--- config.mk ---
export PLATFORM = sky130hd
export DESIGN_NAME = aic3204_rx_pair_flat
export DESIGN_NICKNAME = d
export VERILOG_FILES = /design/src/rtl/aic3204_pkg.sv /design/src/rtl/aic3204_rx_pair_if.sv /design/src/rtl/rx_skew_timer.sv /design/src/rtl/aic3204_rx_pair.sv /design/src/flat_wrapper.sv
export SDC_FILE = /design/constraint.sdc
export NUM_CORES = 1
export LEC_CHECK = 0
export CORE_MARGIN = 3
export CORE_UTILIZATION = 45
export DETAILED_ROUTE_END_ITERATION = 7
export PLACE_DENSITY = 0.75
export SLEW_MARGIN = 20
export SYNTH_ARGS = -nofsm -noshare
export SYNTH_HDL_FRONTEND = slang
export SYNTH_SLANG_ARGS = --single-unit
--- constraint.sdc ---
create_clock -name clk -period 3.72 [get_ports clk]
set_clock_uncertainty 0.2 [all_clocks]
set_input_delay 0.744 -clock clk [delete_from_list [all_inputs] [get_ports clk]]
set_output_delay 0.744 -clock clk [all_outputs]
set_load 0.1 [all_outputs]
--- src/rtl/aic3204_pkg.sv ---
// Shared types and constants for the AIC3204 capture-FIFO consumer.
// Stream word layout: left sample in the low half, right sample in the high half.
package aic3204_pkg;

  localparam int SAMPLE_W  = 16;
  localparam int FIFO_W    = 32;
  localparam int LEFT_LSB  = 0;
  localparam int RIGHT_LSB = 16;

  typedef enum logic [2:0] {
    ST_IDLE,
    ST_POP,
    ST_CAPTURE,
    ST_OUT,
    ST_DROP_N,
    ST_DROP_P
  } rx_pair_state_t;

endpackage

--- src/rtl/aic3204_rx_pair_if.sv ---
// FIFO read sides (left = negative wclk, right = positive wclk) plus the AXI-Stream output.
// The master modport is the pair packer's view.
interface aic3204_rx_pair_if;
  import aic3204_pkg::*;

  logic [FIFO_W-1:0] nw_fifo_rd_data;
  logic              nw_fifo_rd_valid;
  logic              nw_fifo_empty;
  logic              nw_fifo_rd_en;
  logic [FIFO_W-1:0] pw_fifo_rd_data;
  logic              pw_fifo_rd_valid;
  logic              pw_fifo_empty;
  logic              pw_fifo_rd_en;
  logic [FIFO_W-1:0] m_axis_tdata;
  logic              m_axis_tvalid;
  logic              m_axis_tready;
  logic              m_axis_tlast;

  modport master (
    input  nw_fifo_rd_data, nw_fifo_rd_valid, nw_fifo_empty,
    output nw_fifo_rd_en,
    input  pw_fifo_rd_data, pw_fifo_rd_valid, pw_fifo_empty,
    output pw_fifo_rd_en,
    output m_axis_tdata, m_axis_tvalid, m_axis_tlast,
    input  m_axis_tready
  );

  modport slave (
    output nw_fifo_rd_data, nw_fifo_rd_valid, nw_fifo_empty,
    input  nw_fifo_rd_en,
    output pw_fifo_rd_data, pw_fifo_rd_valid, pw_fifo_empty,
    input  pw_fifo_rd_en,
    input  m_axis_tdata, m_axis_tvalid, m_axis_tlast,
    output m_axis_tready
  );

endinterface

--- src/rtl/rx_skew_timer.sv ---
// Counts consecutive cycles of left/right imbalance; expire flags the last allowed cycle.
module rx_skew_timer #(
  parameter int SKEW_TIMEOUT = 1024
) (
  input  logic clk,
  input  logic reset,
  input  logic active,
  input  logic clear,
  output logic expire
);

  localparam int CW = $clog2(SKEW_TIMEOUT);
  localparam logic [CW-1:0] CNT_LAST = CW'(SKEW_TIMEOUT - 1);

  logic [CW-1:0] cnt;

  always_ff @(posedge clk) begin
    if (reset || clear) begin
      cnt <= '0;
    end else if (active && (cnt != CNT_LAST)) begin
      cnt <= cnt + 1'b1;
    end
  end

  assign expire = active && (cnt == CNT_LAST);

endmodule

--- src/rtl/aic3204_rx_pair.sv ---
// Pops left/right capture FIFOs in lockstep, packs {right, left} onto an AXI-Stream
// master framed by tlast, and discards orphaned samples after a skew timeout.
module aic3204_rx_pair
  import aic3204_pkg::*;
#(
  parameter int FRAME_LEN    = 256,
  parameter int SKEW_TIMEOUT = 1024
) (
  input  logic                clk,
  input  logic                reset,
  input  logic                enable,
  input  logic                clr_counts,
  aic3204_rx_pair_if.master   bus,
  output logic [31:0]         pair_count,
  output logic [15:0]         skew_drop_count
);

  localparam int FC_W = (FRAME_LEN > 1) ? $clog2(FRAME_LEN) : 1;
  localparam logic [FC_W-1:0] FC_LAST = FC_W'(FRAME_LEN - 1);

  rx_pair_state_t state, state_nxt;

  logic                skew_active, skew_expire;
  logic                left_vld_p0, right_vld_p0;
  logic [SAMPLE_W-1:0] left_p0, right_p0;
  logic [SAMPLE_W-1:0] left_cur, right_cur;
  logic                both_rdy, load, hs, drop_done, drop_issued;
  logic                nw_rd_en_c, pw_rd_en_c;
  logic [FC_W-1:0]     frame_cnt;
  logic [FIFO_W-1:0]   tdata_q;
  logic                tlast_q;
  logic                unused_hi_bits;

  function automatic logic [15:0] sat_inc16(input logic [15:0] v);
    return (v == 16'hFFFF) ? v : v + 16'd1;
  endfunction

  // Only the low halves of the FIFO words carry samples.
  assign unused_hi_bits = ^{bus.nw_fifo_rd_data[FIFO_W-1:SAMPLE_W],
                            bus.pw_fifo_rd_data[FIFO_W-1:SAMPLE_W]};

  assign left_cur  = bus.nw_fifo_rd_valid ? bus.nw_fifo_rd_data[LEFT_LSB +: SAMPLE_W] : left_p0;
  assign right_cur = bus.pw_fifo_rd_valid ? bus.pw_fifo_rd_data[LEFT_LSB +: SAMPLE_W] : right_p0;
  assign both_rdy  = (left_vld_p0 | bus.nw_fifo_rd_valid) & (right_vld_p0 | bus.pw_fifo_rd_valid);

  assign skew_active = (state == ST_IDLE) && enable && (bus.nw_fifo_empty ^ bus.pw_fifo_empty);

  rx_skew_timer #(.SKEW_TIMEOUT(SKEW_TIMEOUT)) u_skew_timer (
    .clk    (clk),
    .reset  (reset),
    .active (skew_active),
    .clear  (!skew_active),
    .expire (skew_expire)
  );

  always_ff @(posedge clk) begin
    if (reset) state <= ST_IDLE;
    else       state <= state_nxt;
  end

  always_comb begin
    state_nxt = state;
    unique case (state)
      ST_IDLE: begin
        if (enable && !bus.nw_fifo_empty && !bus.pw_fifo_empty) state_nxt = ST_POP;
        else if (skew_expire) state_nxt = bus.nw_fifo_empty ? ST_DROP_P : ST_DROP_N;
      end
      ST_POP:     state_nxt = ST_CAPTURE;
      ST_CAPTURE: if (both_rdy) state_nxt = ST_OUT;
      ST_OUT: begin
        if (bus.m_axis_tready) begin
          state_nxt = (enable && !bus.nw_fifo_empty && !bus.pw_fifo_empty) ? ST_POP : ST_IDLE;
        end
      end
      ST_DROP_N: if (drop_issued && bus.nw_fifo_rd_valid) state_nxt = ST_IDLE;
      ST_DROP_P: if (drop_issued && bus.pw_fifo_rd_valid) state_nxt = ST_IDLE;
      default:   state_nxt = ST_IDLE;
    endcase
  end

  always_comb begin
    nw_rd_en_c = 1'b0;
    pw_rd_en_c = 1'b0;
    load       = 1'b0;
    hs         = 1'b0;
    drop_done  = 1'b0;
    unique case (state)
      ST_POP: begin
        nw_rd_en_c = !bus.nw_fifo_empty;
        pw_rd_en_c = !bus.pw_fifo_empty;
      end
      ST_CAPTURE: load = both_rdy;
      ST_OUT:     hs   = bus.m_axis_tready;
      ST_DROP_N: begin
        nw_rd_en_c = !drop_issued && !bus.nw_fifo_empty;
        drop_done  = drop_issued && bus.nw_fifo_rd_valid;
      end
      ST_DROP_P: begin
        pw_rd_en_c = !drop_issued && !bus.pw_fifo_empty;
        drop_done  = drop_issued && bus.pw_fifo_rd_valid;
      end
      default: ;
    endcase
  end

  assign bus.nw_fifo_rd_en  = nw_rd_en_c;
  assign bus.pw_fifo_rd_en  = pw_rd_en_c;
  assign bus.m_axis_tvalid  = (state == ST_OUT);
  assign bus.m_axis_tdata   = tdata_q;
  assign bus.m_axis_tlast   = tlast_q;

  // Stage p0: per-side capture; each side may land on a different cycle.
  always_ff @(posedge clk) begin
    if (reset) begin
      left_p0      <= '0;
      right_p0     <= '0;
      left_vld_p0  <= 1'b0;
      right_vld_p0 <= 1'b0;
      tdata_q      <= '0;
      tlast_q      <= 1'b0;
      frame_cnt    <= '0;
      drop_issued  <= 1'b0;
    end else begin
      if (state == ST_CAPTURE) begin
        if (bus.nw_fifo_rd_valid) begin
          left_p0     <= left_cur;
          left_vld_p0 <= 1'b1;
        end
        if (bus.pw_fifo_rd_valid) begin
          right_p0     <= right_cur;
          right_vld_p0 <= 1'b1;
        end
        if (load) begin
          left_vld_p0                        <= 1'b0;
          right_vld_p0                       <= 1'b0;
          tdata_q[LEFT_LSB +: SAMPLE_W]      <= left_cur;
          tdata_q[RIGHT_LSB +: SAMPLE_W]     <= right_cur;
          tlast_q                            <= (frame_cnt == FC_LAST);
        end
      end
      if (hs) frame_cnt <= (frame_cnt == FC_LAST) ? '0 : frame_cnt + 1'b1;
      drop_issued <= ((state == ST_DROP_N) || (state == ST_DROP_P)) &&
                     (drop_issued || nw_rd_en_c || pw_rd_en_c);
    end
  end

  always_ff @(posedge clk) begin
    if (reset || clr_counts) begin
      pair_count      <= '0;
      skew_drop_count <= '0;
    end else begin
      if (hs)        pair_count      <= pair_count + 32'd1;
      if (drop_done) skew_drop_count <= sat_inc16(skew_drop_count);
    end
  end

endmodule

--- src/flat_wrapper.sv ---
// flat-port wrapper written by rule: the top's interface ports become plain ports
module aic3204_rx_pair_flat import aic3204_pkg::*;
#(
  parameter int FRAME_LEN    = 256,
  parameter int SKEW_TIMEOUT = 1024
)
  (clk, reset, enable, clr_counts, pair_count, skew_drop_count, bus_nw_fifo_rd_data, bus_nw_fifo_rd_valid, bus_nw_fifo_empty, bus_nw_fifo_rd_en, bus_pw_fifo_rd_data, bus_pw_fifo_rd_valid, bus_pw_fifo_empty, bus_pw_fifo_rd_en, bus_m_axis_tdata, bus_m_axis_tvalid, bus_m_axis_tlast, bus_m_axis_tready);
  aic3204_rx_pair_if bus_i ();
  input  logic clk;
  input  logic reset;
  input  logic enable;
  input  logic clr_counts;
  output logic [31:0] pair_count;
  output logic [15:0] skew_drop_count;
  input wire logic [$bits(bus_i.nw_fifo_rd_data)-1:0] bus_nw_fifo_rd_data;
  input wire logic [$bits(bus_i.nw_fifo_rd_valid)-1:0] bus_nw_fifo_rd_valid;
  input wire logic [$bits(bus_i.nw_fifo_empty)-1:0] bus_nw_fifo_empty;
  output wire logic [$bits(bus_i.nw_fifo_rd_en)-1:0] bus_nw_fifo_rd_en;
  input wire logic [$bits(bus_i.pw_fifo_rd_data)-1:0] bus_pw_fifo_rd_data;
  input wire logic [$bits(bus_i.pw_fifo_rd_valid)-1:0] bus_pw_fifo_rd_valid;
  input wire logic [$bits(bus_i.pw_fifo_empty)-1:0] bus_pw_fifo_empty;
  output wire logic [$bits(bus_i.pw_fifo_rd_en)-1:0] bus_pw_fifo_rd_en;
  output wire logic [$bits(bus_i.m_axis_tdata)-1:0] bus_m_axis_tdata;
  output wire logic [$bits(bus_i.m_axis_tvalid)-1:0] bus_m_axis_tvalid;
  output wire logic [$bits(bus_i.m_axis_tlast)-1:0] bus_m_axis_tlast;
  input wire logic [$bits(bus_i.m_axis_tready)-1:0] bus_m_axis_tready;
  assign bus_i.nw_fifo_rd_data = bus_nw_fifo_rd_data;
  assign bus_i.nw_fifo_rd_valid = bus_nw_fifo_rd_valid;
  assign bus_i.nw_fifo_empty = bus_nw_fifo_empty;
  assign bus_nw_fifo_rd_en = bus_i.nw_fifo_rd_en;
  assign bus_i.pw_fifo_rd_data = bus_pw_fifo_rd_data;
  assign bus_i.pw_fifo_rd_valid = bus_pw_fifo_rd_valid;
  assign bus_i.pw_fifo_empty = bus_pw_fifo_empty;
  assign bus_pw_fifo_rd_en = bus_i.pw_fifo_rd_en;
  assign bus_m_axis_tdata = bus_i.m_axis_tdata;
  assign bus_m_axis_tvalid = bus_i.m_axis_tvalid;
  assign bus_m_axis_tlast = bus_i.m_axis_tlast;
  assign bus_i.m_axis_tready = bus_m_axis_tready;
  aic3204_rx_pair #(.FRAME_LEN(FRAME_LEN), .SKEW_TIMEOUT(SKEW_TIMEOUT)) u_core (.clk(clk), .reset(reset), .enable(enable), .clr_counts(clr_counts), .bus(bus_i), .pair_count(pair_count), .skew_drop_count(skew_drop_count));
endmodule
==> flow_summary_export.csv <==
group,metric,value,unit
outcome,outcome,"complete, no violations",
hold_path,worstHoldPathType,"register to register",
sta,fin_crit_sh,78.92,%
global_route,antenna_found_initial,0,
worst_setup_path,path_buf_inv,1,
global_route,grt_use_total,19.78,%
sta,setup_viol,0,
route,via_count,5322,
die,die_h,120.7,um
die,die_x,120.7,um
sta,drv_slew,0,
synth,synth.distinct_cells,47,
synth,synthCells,693,
cts,cts_resized,0,
die,std_cell_rows,41,
cells_and_area,utilization,61.95,%
hold_path,whs_endpoint,"u_core.right_p0[15]",
worst_setup_path,rr_worst_depth,5,
worst_setup_path,end_kind,"output port",
worst_setup_path,critPathMaxStageDelay,1.17,ns
cts,cts.path.max_buffers,2,
synth,yosys_warnings,0,
global_route,grt.overflow.total,0,
sta,finalSetupTns,0,ns
die,dieArea,0.01457,mm^2
route,ant_nets,0,
power,p_leak,2.746,nW
die,io_pins,157,
cts,postCtsSetupRepairBufs,0,
sta,fmax,340.6,MHz
global_route,grt_util_met1,22.80,%
worst_setup_path,slowest_stage,"clkdlybuf4s50_1",
global_route,grt_util_met3,6.034,%
global_route,grt_busiest_layer,"met2",
synth,ys_ff_latch,137,
route,routed_wl,14.39,mm
place,hpwl,10.09,mm
worst_setup_path,r2r-start,"u_core.state[1]",
power,ir_worst_vdd,0.3139,mV
global_route,grt.met2_usage,34.79,%
synth,synth_nets,770,
power,powerDensity,466.7,mW/mm^2
worst_setup_path,r2r_end,"u_core.pair_count[27]",
synth,synthesis.area,0.005922,mm^2
global_route,grt_pass1_wl,23.53,mm
hold_path,hp-start,"u_core.right_p0[15]",
sta,postLayoutSetupSlackWorst,0.7843,ns
sta,fin_hold_ws,0.2529,ns
cts,cts_sinks,137,
global_route,grt_pass1_vias,4982,
synth,syn_avg_cell_area,8.545,um^2
place,gp_congestion,0.7797,
route,wl_per_cell,14.52,um
sta,min_period,2.936,ns
cells_and_area,area_growth,33.09,%
route,first_iter_violations,393,
cells_and_area,antenna_cells,0,
synth,ys_seq_area_share,46.31,%
synth,synth-edff-count,0,
die,coreArea,0.01272,mm^2
job,maxCapViolCount,0,
cts,clk_latency,0.42,ns
sta,hold_viol_final,0,
worst_setup_path,cp_data_arrival_time,1.99,ns
place,portBuffers,124,
worst_setup_path,worstPathCellList,"clkdlybuf4s50_1",
route,dr.pass1.iters,4,
worst_setup_path,path_max_fanout,5,
cts,cts_root_buf,"clkbuf_16",
route,drc,0,
global_route,grt_max_degree,58,
worst_setup_path,critical-path-top-delay-family,"buffers and inverters",
sta,tightest_slew,1.007,ns
hold_path,hold_depth,2,
worst_setup_path,crit_required,2.78,ns
worst_setup_path,r2r_slack,1.24,ns
sta,relSlewSlack,32.67,%
worst_setup_path,critPathLaunchType,"register",
cts,holdBufCountCts,0,
place,dp_worst_setup_slack,0.6410,ns
cells_and_area,nNetsFinal,884,
cts,clk_pin_slew,0.06,ns
cts,tritoncts,"yes",
cells_and_area,drive_gt1_share,10.01,%
worst_setup_path,crit_type,"register to output port",
cts,cts_max_level,4,
die,initial_core_util,46.55,%
sta,rsz0062_at_grt,"no",
cts,cts_inserted_buffers,17,
synth,async_flop_share,0,%
synth,synth-main-ff-cell,"dfxtp_1",
route,drt-vias-per-instance,5.370,
==> metrics by stage <==
| step | std cells | instance area [um^2] | power [mW] |
|---|---|---|---|
| after detailed placement | 960 | 7234 | 1.881 |
| after global placement | 960 | 7234 | 1.873 |
| final | 991 | 7881 | 3.678 |
| after floorplan | 693 | 5932 | 1.771 |
| after global routing | 991 | 7881 | 3.795 |
| after CTS | 991 | 7875 | 3.712 |
==> placed cells by master (no fill, tap or decap), drive strengths merged, types with 24 or more instances in the layout <==
| master | n |
|---|---|
| buf | 41 |
| mux2i | 35 |
| a211oi | 35 |
| xnor2 | 26 |
| clkdlybuf4s50 | 92 |
| dfxtp | 137 |
| nand2 | 96 |
| nor2 | 95 |
| nand3 | 24 |
| a21oi | 53 |
==> cells in the mapped netlist (4+ instances only) <==
cell,instances,area share (%)
buf_1,5,0.32
a21oi_1,53,4.5
ha_1,4,0.85
or3_1,13,1.4
nor2_1,95,6.0
nor3_1,15,1.3
o22ai_1,4,0.42
xnor2_1,26,3.8
clkbuf_1,27,1.7
and4_1,6,0.89
a211oi_1,35,4.4
dfxtp_1,137,46
xor2_1,16,2.4
nand2_1,96,6.1
o21ai_0,17,1.4
nand3_1,24,2.0
or4_1,5,0.63
buf_2,4,0.34
and3_1,8,0.85
nand4_1,16,1.7
mux2i_1,35,5.9
inv_1,10,0.63
==> state kept, by name, summed over array words and instances (netlist names) <==
register and cells:
u_core.bus.m_axis_tdata 32, u_core.pair_count 32, u_core.left_p0 16, u_core.right_p0 16, u_core.skew_drop_count 16, u_core.u_skew_timer.cnt 10, u_core.frame_cnt 8, u_core.state 3
u_core.bus.m_axis_tlast 1, u_core.drop_issued 1, u_core.left_vld_p0 1, u_core.right_vld_p0 1
==> power by group <==
part	leakage (nW)	total, mW	switching [mW]	internal [mW]
Combinational	1.33	0.330	0.216	0.113
Clock	0.309	1.83	0.626	1.20
Sequential	1.10	1.52	0.0250	1.50
Total	2.75	3.68	0.867	2.81
==> kinds of logic after synthesis <==
logic type      share of synthesized area, %
buf+inv                                3.317
mux                                    5.916
fa+ha+maj                             0.8452
compound gates                         12.80
flops                                  46.31
simple gates                           24.59
xor+xnor                               6.212
==> worst max-delay path by stage <==
stage | startpoint | slack [ns] | end | cells after the start
final | u_core.skew_drop_count[13] | 0.78 | skew_drop_count[13] | 1
after global routing | u_core.pair_count[21] | 0.73 | pair_count[21] | 1
after CTS | u_core.skew_drop_count[13] | 0.76 | skew_drop_count[13] | 1
after detailed placement | bus_m_axis_tready | 0.64 | u_core.pair_count[28] | 6
after global placement | bus_m_axis_tready | 0.69 | u_core.pair_count[28] | 6
after floorplan | bus_pw_fifo_empty | 0.39 | bus_pw_fifo_rd_en | 3
==> cell type report <==
| class | count | area [um^2] |
|---|---|---|
| fill | 1098 | 4841 |
| multi-input combinational | 508 | 3007 |
| sequential | 137 | 2743 |
| timing repair buffer | 133 | 1239 |
| clock buffer | 19 | 442.9 |
| tap | 172 | 215.2 |
| clock inverter | 12 | 197.7 |
| inverter | 10 | 37.54 |
==> metal layers <==
| metal | routed length, um | up-vias | share of wire (%) |
|---|---|---|---|
| li1 | - | 2668 | - |
| met1 | 5973 | 2510 | 42 |
| met2 | 7485 | 122 | 52 |
| met3 | 683 | 22 | 4.7 |
| met4 | 243 | 0 | 1.7 |
| met5 | 0 | - | 0 |
Note: power is estimated with default switching activity, not from simulation.
==> edit 1 (same settings) <==
`FRAME_LEN` is set to 256 in 2 places; all go to 128.
--- a/src/rtl/aic3204_rx_pair.sv
+++ b/src/rtl/aic3204_rx_pair.sv
@@ -3,7 +3,7 @@
 module aic3204_rx_pair
   import aic3204_pkg::*;
 #(
-  parameter int FRAME_LEN    = 256,
+  parameter int FRAME_LEN    = 128,
   parameter int SKEW_TIMEOUT = 1024
 ) (
   input  logic                clk,
--- a/src/flat_wrapper.sv
+++ b/src/flat_wrapper.sv
@@ -1,7 +1,7 @@
 // flat-port wrapper written by rule: the top's interface ports become plain ports
 module aic3204_rx_pair_flat import aic3204_pkg::*;
 #(
-  parameter int FRAME_LEN    = 256,
+  parameter int FRAME_LEN    = 128,
   parameter int SKEW_TIMEOUT = 1024
 )
   (clk, reset, enable, clr_counts, pair_count, skew_drop_count, bus_nw_fifo_rd_data, bus_nw_fifo_rd_valid, bus_nw_fifo_empty, bus_nw_fifo_rd_en, bus_pw_fifo_rd_data, bus_pw_fifo_rd_valid, bus_pw_fifo_empty, bus_pw_fifo_rd_en, bus_m_axis_tdata, bus_m_axis_tvalid, bus_m_axis_tlast, bus_m_axis_tready);
Check against the original RTL: same outputs for any inputs over 10 cycles, from zero or initial values and one cycle with reset high; that may be too few to reach the edited logic, so the function may still have changed.
==> edit 1 against the unedited design <==
- setup slack got worse by 0.044 ns
- wire length rose by 7.9%
- design area grew 2.5%
- register-to-register slack lost 0.26 ns
- critical path depth up 4
- sequential cell count decreased by 1
- utilization decreased by 1.2 points
- non-clock buffer count down 3
- count of clock-buffer cells in the layout up 7
- final cell count rose by 1.7%
- synthesized area is 3.8% higher
- critical path type is now input pin to output port
- critical endpoint is now bus_pw_fifo_rd_en
- highest routed layer unchanged
Power is not compared: it rests on default switching activity, and its combinational part moved more than twofold at a synthesized area within 25%.
==> edit 1: results (changes against the unedited design) <==
| Metric | Value |
|---|---|
| Placement Cell Area | `7430 um2 (+2.7%)` |
| Yosys warns | `0 (unchanged)` |
| Post-CTS resize count | `0 (unchanged)` |
| Commonest cells post-synth | `dfxtp_1 (136), nand2_1 (102), a21oi_1 (71)` |
| Status | `finished clean` |
| Largest net degree at the start of global routing | `80 (+38%)` |
| Fillers | `1151 (+4.8%)` |
| Pleak | `2.79 nW` |
| Final Wtd Congestion | `0.894 (+15%)` |
| CTS Buf Count | `17 (unchanged)` |
| Reg-to-Reg Start | `u_core.state[0]` |
| Flop-to-flop setup slack | `0.98 ns (-0.26 ns)` |
| Clk pin slew, worst setup/hold paths | `0.05 ns` |
| Vias/cell | `5.73 (+6.7%)` |
| Global-route usage over all layers | `21.0% (+1.2 points)` |
| CP max FO | `4 (-1)` |
| Iteration-0 DRC Markers | `330 (-16%)` |
| Max VDD drop | `0.388 mV` |
| CP startpoint | `bus_pw_fifo_empty` |
| Worst R2R End | `u_core.pair_count[18]` |
| Antenna cell count | `0 (unchanged)` |
| Clock insertion delay at the later pin of the skew report | `0.42 ns (about the same)` |
| DP HPWL | `10.5 mm (+4.4%)` |
| Layout cells sized above 1 | `8.41% (-1.6 points)` |
| HP Start | `u_core.left_p0[0]` |
| Maximum buffer depth of the clock tree | `2 (unchanged)` |
| Crit path DAT | `2.04 ns (+0.05 ns)` |
| Post-CTS Setup Repair Bufs | `0 (unchanged)` |
| Root buffer cell | `clkbuf_16` |
| Final Hold Viols | `0 (unchanged)` |
| Register area share after synthesis | `44.3% (-2.0 points)` |
| Top cells by area, synth | `dfxtp_1 (44%), mux2i_1 (6.5%), nand2_1 (6.2%)` |
| Initial antenna violation count | `0 (unchanged)` |
| PortBufs | `124 (unchanged)` |
| Initial DRT Pass Iterations | `6 (+2)` |
| Final WL | `15.5 mm (+7.9%)` |
| Syn_nets | `797 (+3.5%)` |
| Worst slew pin tran | `1.00 ns (-0.00223 ns)` |
| FF+latch count, synth | `136 (-0.73%)` |
| CP Capture Point | `bus_pw_fifo_rd_en` |
| CTS Hold Bufs | `0 (unchanged)` |
| Synth unique cells | `55 (+17%)` |
| Post-synth top flop | `dfxtp_1` |
| Fraction of registers with async set/reset | `0% (unchanged)` |
| Min-Delay Path Class | `register to register` |
| Nets | `896 (+1.4%)` |
| Vias in the first global route | `5549 (+11%)` |
| Setup Viol. Count Final | `0 (unchanged)` |
| First-pass GRT wire length | `25.6 mm (+8.6%)` |
| R2R cell count | `4 (-1)` |
| Clock H-tree levels | `4 (unchanged)` |
-- edit 1: metal layers --
layer	GRT usage (%)	routed length [um]	part of all wire, %	vias to the layer above
met5	0	0	0	-
met4	7.63	204	1.3	0
met3	7.70	1280	8.3	20
met2	35.0	7430	48	168
met1	24.7	6590	42	2741
li1	-	-	-	2848
-- edit 1: critical path, stage by stage --
cell and delay (ns):
clkdlybuf4s50_1 0.50, inv_1 0.11, and3_1 0.17, a21boi_1 0.29
buf_12 0.22
-- edit 1: area by class of cell --
type / count / area, um2 / share of cell area (%)
multi-input combinational: 528 / 3210 / 39.7
tap: 176 / 220 / 2.72
sequential: 136 / 2720 / 33.7
timing repair buffer: 130 / 1250 / 15.5
clock buffer: 26 / 519 / 6.43
inverter: 6 / 22.5 / 0.279
clock inverter: 6 / 134 / 1.66
-- edit 1: report_power, final --
part / internal [mW] / total, mW / leakage, nW / switching, mW
sequential: 1.56 / 1.64 / 1.10 / 0.0833
clock: 1.23 / 1.84 / 0.321 / 0.607
combinational: 0.281 / 0.937 / 1.37 / 0.655
total: 3.07 / 4.42 / 2.79 / 1.35
-- edit 1: worst min-delay path by stage --
stage / cells past startpoint / end
after CTS: 2 / u_core.left_p0[0]
final: 2 / u_core.left_p0[0]
after detailed placement: 2 / u_core.left_p0[0]
after floorplan: 2 / u_core.left_p0[0]
after global placement: 2 / u_core.left_p0[1]
after global routing: 2 / u_core.left_p0[14]
-- edit 1: per-stage QoR --
| stage | hold slack, ns | utilization (%) | worst slack [ns] | cells |
|---|---|---|---|---|
| after global placement | 0.241 | 55.9 | 0.531 | 976 |
| final | 0.251 | 60.8 | 0.741 | 1008 |
| after detailed placement | 0.247 | 55.9 | 0.520 | 976 |
| after global routing | 0.274 | 60.8 | 0.675 | 1008 |
| after floorplan | 0.236 | - | 0.357 | 720 |
| after CTS | 0.255 | 60.8 | 0.716 | 1008 |
-- edit 1: logic make-up after synthesis --
logic type | count (synthesis) | synth area share, %
xor+xnor | 17 | 2.42
buf+inv | 56 | 3.64
simple gates | 299 | 24.7
fa+ha+maj | 4 | 0.814
flops | 136 | 44.3
compound gates | 167 | 17.4
mux | 41 | 6.70
==> edit 2 (config.mk and constraints unchanged) <==
Without the edit above. Encoding of `rx_pair_state_t`: now one-hot (6 bits for 6 states).
--- a/src/rtl/aic3204_pkg.sv
+++ b/src/rtl/aic3204_pkg.sv
@@ -7,13 +7,13 @@
   localparam int LEFT_LSB  = 0;
   localparam int RIGHT_LSB = 16;
 
-  typedef enum logic [2:0] {
-    ST_IDLE,
-    ST_POP,
-    ST_CAPTURE,
-    ST_OUT,
-    ST_DROP_N,
-    ST_DROP_P
+  typedef enum logic [5:0] {
+    ST_IDLE    = 6'b000001,
+    ST_POP     = 6'b000010,
+    ST_CAPTURE = 6'b000100,
+    ST_OUT     = 6'b001000,
+    ST_DROP_N  = 6'b010000,
+    ST_DROP_P  = 6'b100000
   } rx_pair_state_t;
 
 endpackage
Formal check against the unedited RTL: same outputs for any inputs over 10 cycles, from zero or initial values and one cycle with reset high; not proved beyond that.
==> edit 2 against the unedited design <==
- setup slack worse by 0.45 ns
- maximum frequency decreased by 13%
- synthesized area grew 4.5%
- wire length up 7.8%
- design area up 2.4%
- sequential cell count is 3 higher
- via count rose by 8.2%
- synthesized cell count increased by 4.2%
Power is not compared: it rests on default switching activity, and its combinational part moved more than twofold at a synthesized area within 25%.
==> edit 2: results (changes against the unedited design) <==
| Metric | Value |
|---|---|
| Top cells by area, synth | `dfxtp_1 (45%), nor2_1 (5.6%), mux2i_1 (5.5%)` |
| Crit path DAT | `2.44 ns (+0.45 ns)` |
| Fillers | `1179 (+7.4%)` |
| Yosys warns | `0 (unchanged)` |
| Global-route usage over all layers | `21.0% (+1.2 points)` |
| Status | `finished clean` |
| Commonest cells post-synth | `dfxtp_1 (140), nor2_1 (92), nand2_1 (69)` |
| Register area share after synthesis | `45.3% (-1.0 points)` |
| Iteration-0 DRC Markers | `485 (+23%)` |
| Fraction of registers with async set/reset | `0% (unchanged)` |
| Max VDD drop | `0.304 mV` |
| Antenna cell count | `0 (unchanged)` |
| Clk pin slew, worst setup/hold paths | `0.06 ns (about the same)` |
| Layout cells sized above 1 | `10.1% (+0.095 points)` |
| Final Wtd Congestion | `0.823 (+5.6%)` |
| Root buffer cell | `clkbuf_16` |
| CP max FO | `6 (+1)` |
| Clock insertion delay at the later pin of the skew report | `0.42 ns (about the same)` |
| DP HPWL | `10.4 mm (+3.0%)` |
| Clock H-tree levels | `4 (unchanged)` |
| Pleak | `2.80 nW` |
| Final WL | `15.5 mm (+7.8%)` |
| CTS Buf Count | `17 (unchanged)` |
| CP max stage cell | `nor4_1` |
| Vias/cell | `5.66 (+5.5%)` |
| Syn_nets | `799 (+3.8%)` |
| Post-CTS resize count | `0 (unchanged)` |
| Worst path max stage delay | `0.63 ns (-0.54 ns)` |
| First-pass GRT wire length | `25.8 mm (+9.6%)` |
| Slew margin rel. | `33.9% (+1.2 points)` |
| Synth unique cells | `49 (+4.3%)` |
| Nets | `905 (+2.4%)` |
| Initial DRT Pass Iterations | `4 (unchanged)` |
| Top Family by Delay on Critical Path | `simple AND/OR/NAND/NOR gates` |
| Maximum buffer depth of the clock tree | `2 (unchanged)` |
| Post-CTS Setup Repair Bufs | `0 (unchanged)` |
| Initial antenna violation count | `0 (unchanged)` |
| Vias in the first global route | `5538 (+11%)` |
| PortBufs | `124 (unchanged)` |
| Largest net degree at the start of global routing | `84 (+45%)` |
| Min-Delay Path Class | `register to register` |
| Post-synth top flop | `dfxtp_1` |
-- edit 2: cell count changes after synthesis, sizes merged, moves of 6 or more --
cell    change
nand3      +37
nand2      -27
o21ai       -7
xnor2      -14
xor2       +15
nor4       +11
clkbuf      +8
nand4       +6
-- edit 2: worst register-to-register path: cells and delay by family, from the launching register on --
family	cells	cell delay, ns
simple gates	4	1.79
compound gates	1	0.09
flops	1	0.35
-- edit 2: area by class of cell --
| class | count | area (um2) | area share [%] |
|---|---|---|---|
| flip-flops and latches | 140 | 2800 | 34.7 |
| clock inverters | 13 | 165 | 2.05 |
| multi-input cells | 532 | 3190 | 39.6 |
| clock buffers | 19 | 453 | 5.61 |
| repair buffers | 131 | 1210 | 15.0 |
| inverters | 6 | 22.5 | 0.279 |
| well taps | 176 | 220 | 2.73 |
-- edit 2: cells by family after synthesis --
family,Yosys count,synth area share [%]
multiplexers,34,5.50
XOR/XNOR,43,6.09
AND/OR/NAND/NOR,326,26.2
AO/OA/AOI/OAI,125,12.7
flip-flops,140,45.3
adder cells (fa/ha/maj),4,0.809
buffers and inverters,50,3.34
-- edit 2: layer usage --
layer | GRT usage, % | up-vias | routed length [um]
met3 | 7.14 | 23 | 1140
met2 | 35.9 | 204 | 7640
met5 | 0 | - | 0
li1 | - | 2812 | -
met4 | 6.51 | 0 | 221
met1 | 24.9 | 2721 | 6510
-- edit 2: worst paths after layout --
path                                         from            endpoint  slack, ns  cells past startpoint
worst max-delay path              u_core.state[1]   bus_pw_fifo_rd_en       0.33                      5
worst min-delay path            u_core.left_p0[3]   u_core.left_p0[3]       0.25                      2
worst max register to register    u_core.state[5]  u_core.left_p0[11]       1.12                      5
worst min register to register  u_core.left_p0[3]   u_core.left_p0[3]       0.25                      2
-- edit 2: where the power goes --
| part | switching, mW | leakage (nW) | internal (mW) |
|---|---|---|---|
| Combinational | 0.0724 | 1.39 | 0.0628 |
| Sequential | 0.00269 | 1.13 | 1.50 |
| Clock | 0.661 | 0.292 | 1.09 |
| Total | 0.736 | 2.80 | 2.66 |
-- edit 2: metrics by stage --
step,cells,hold slack [ns],setup WS (ns),total power [mW],instance area [um2]
6_report,1017,0.253,0.332,3.39,8070
5_1_grt,1017,0.268,0.0779,3.50,8070
4_1_cts,1017,0.254,0.274,3.43,8060
3_5_place_dp,985,0.246,0.689,1.67,7440
3_3_place_gp,985,0.241,0.769,1.67,7440
2_1_floorplan,722,0.236,0.134,1.61,6190
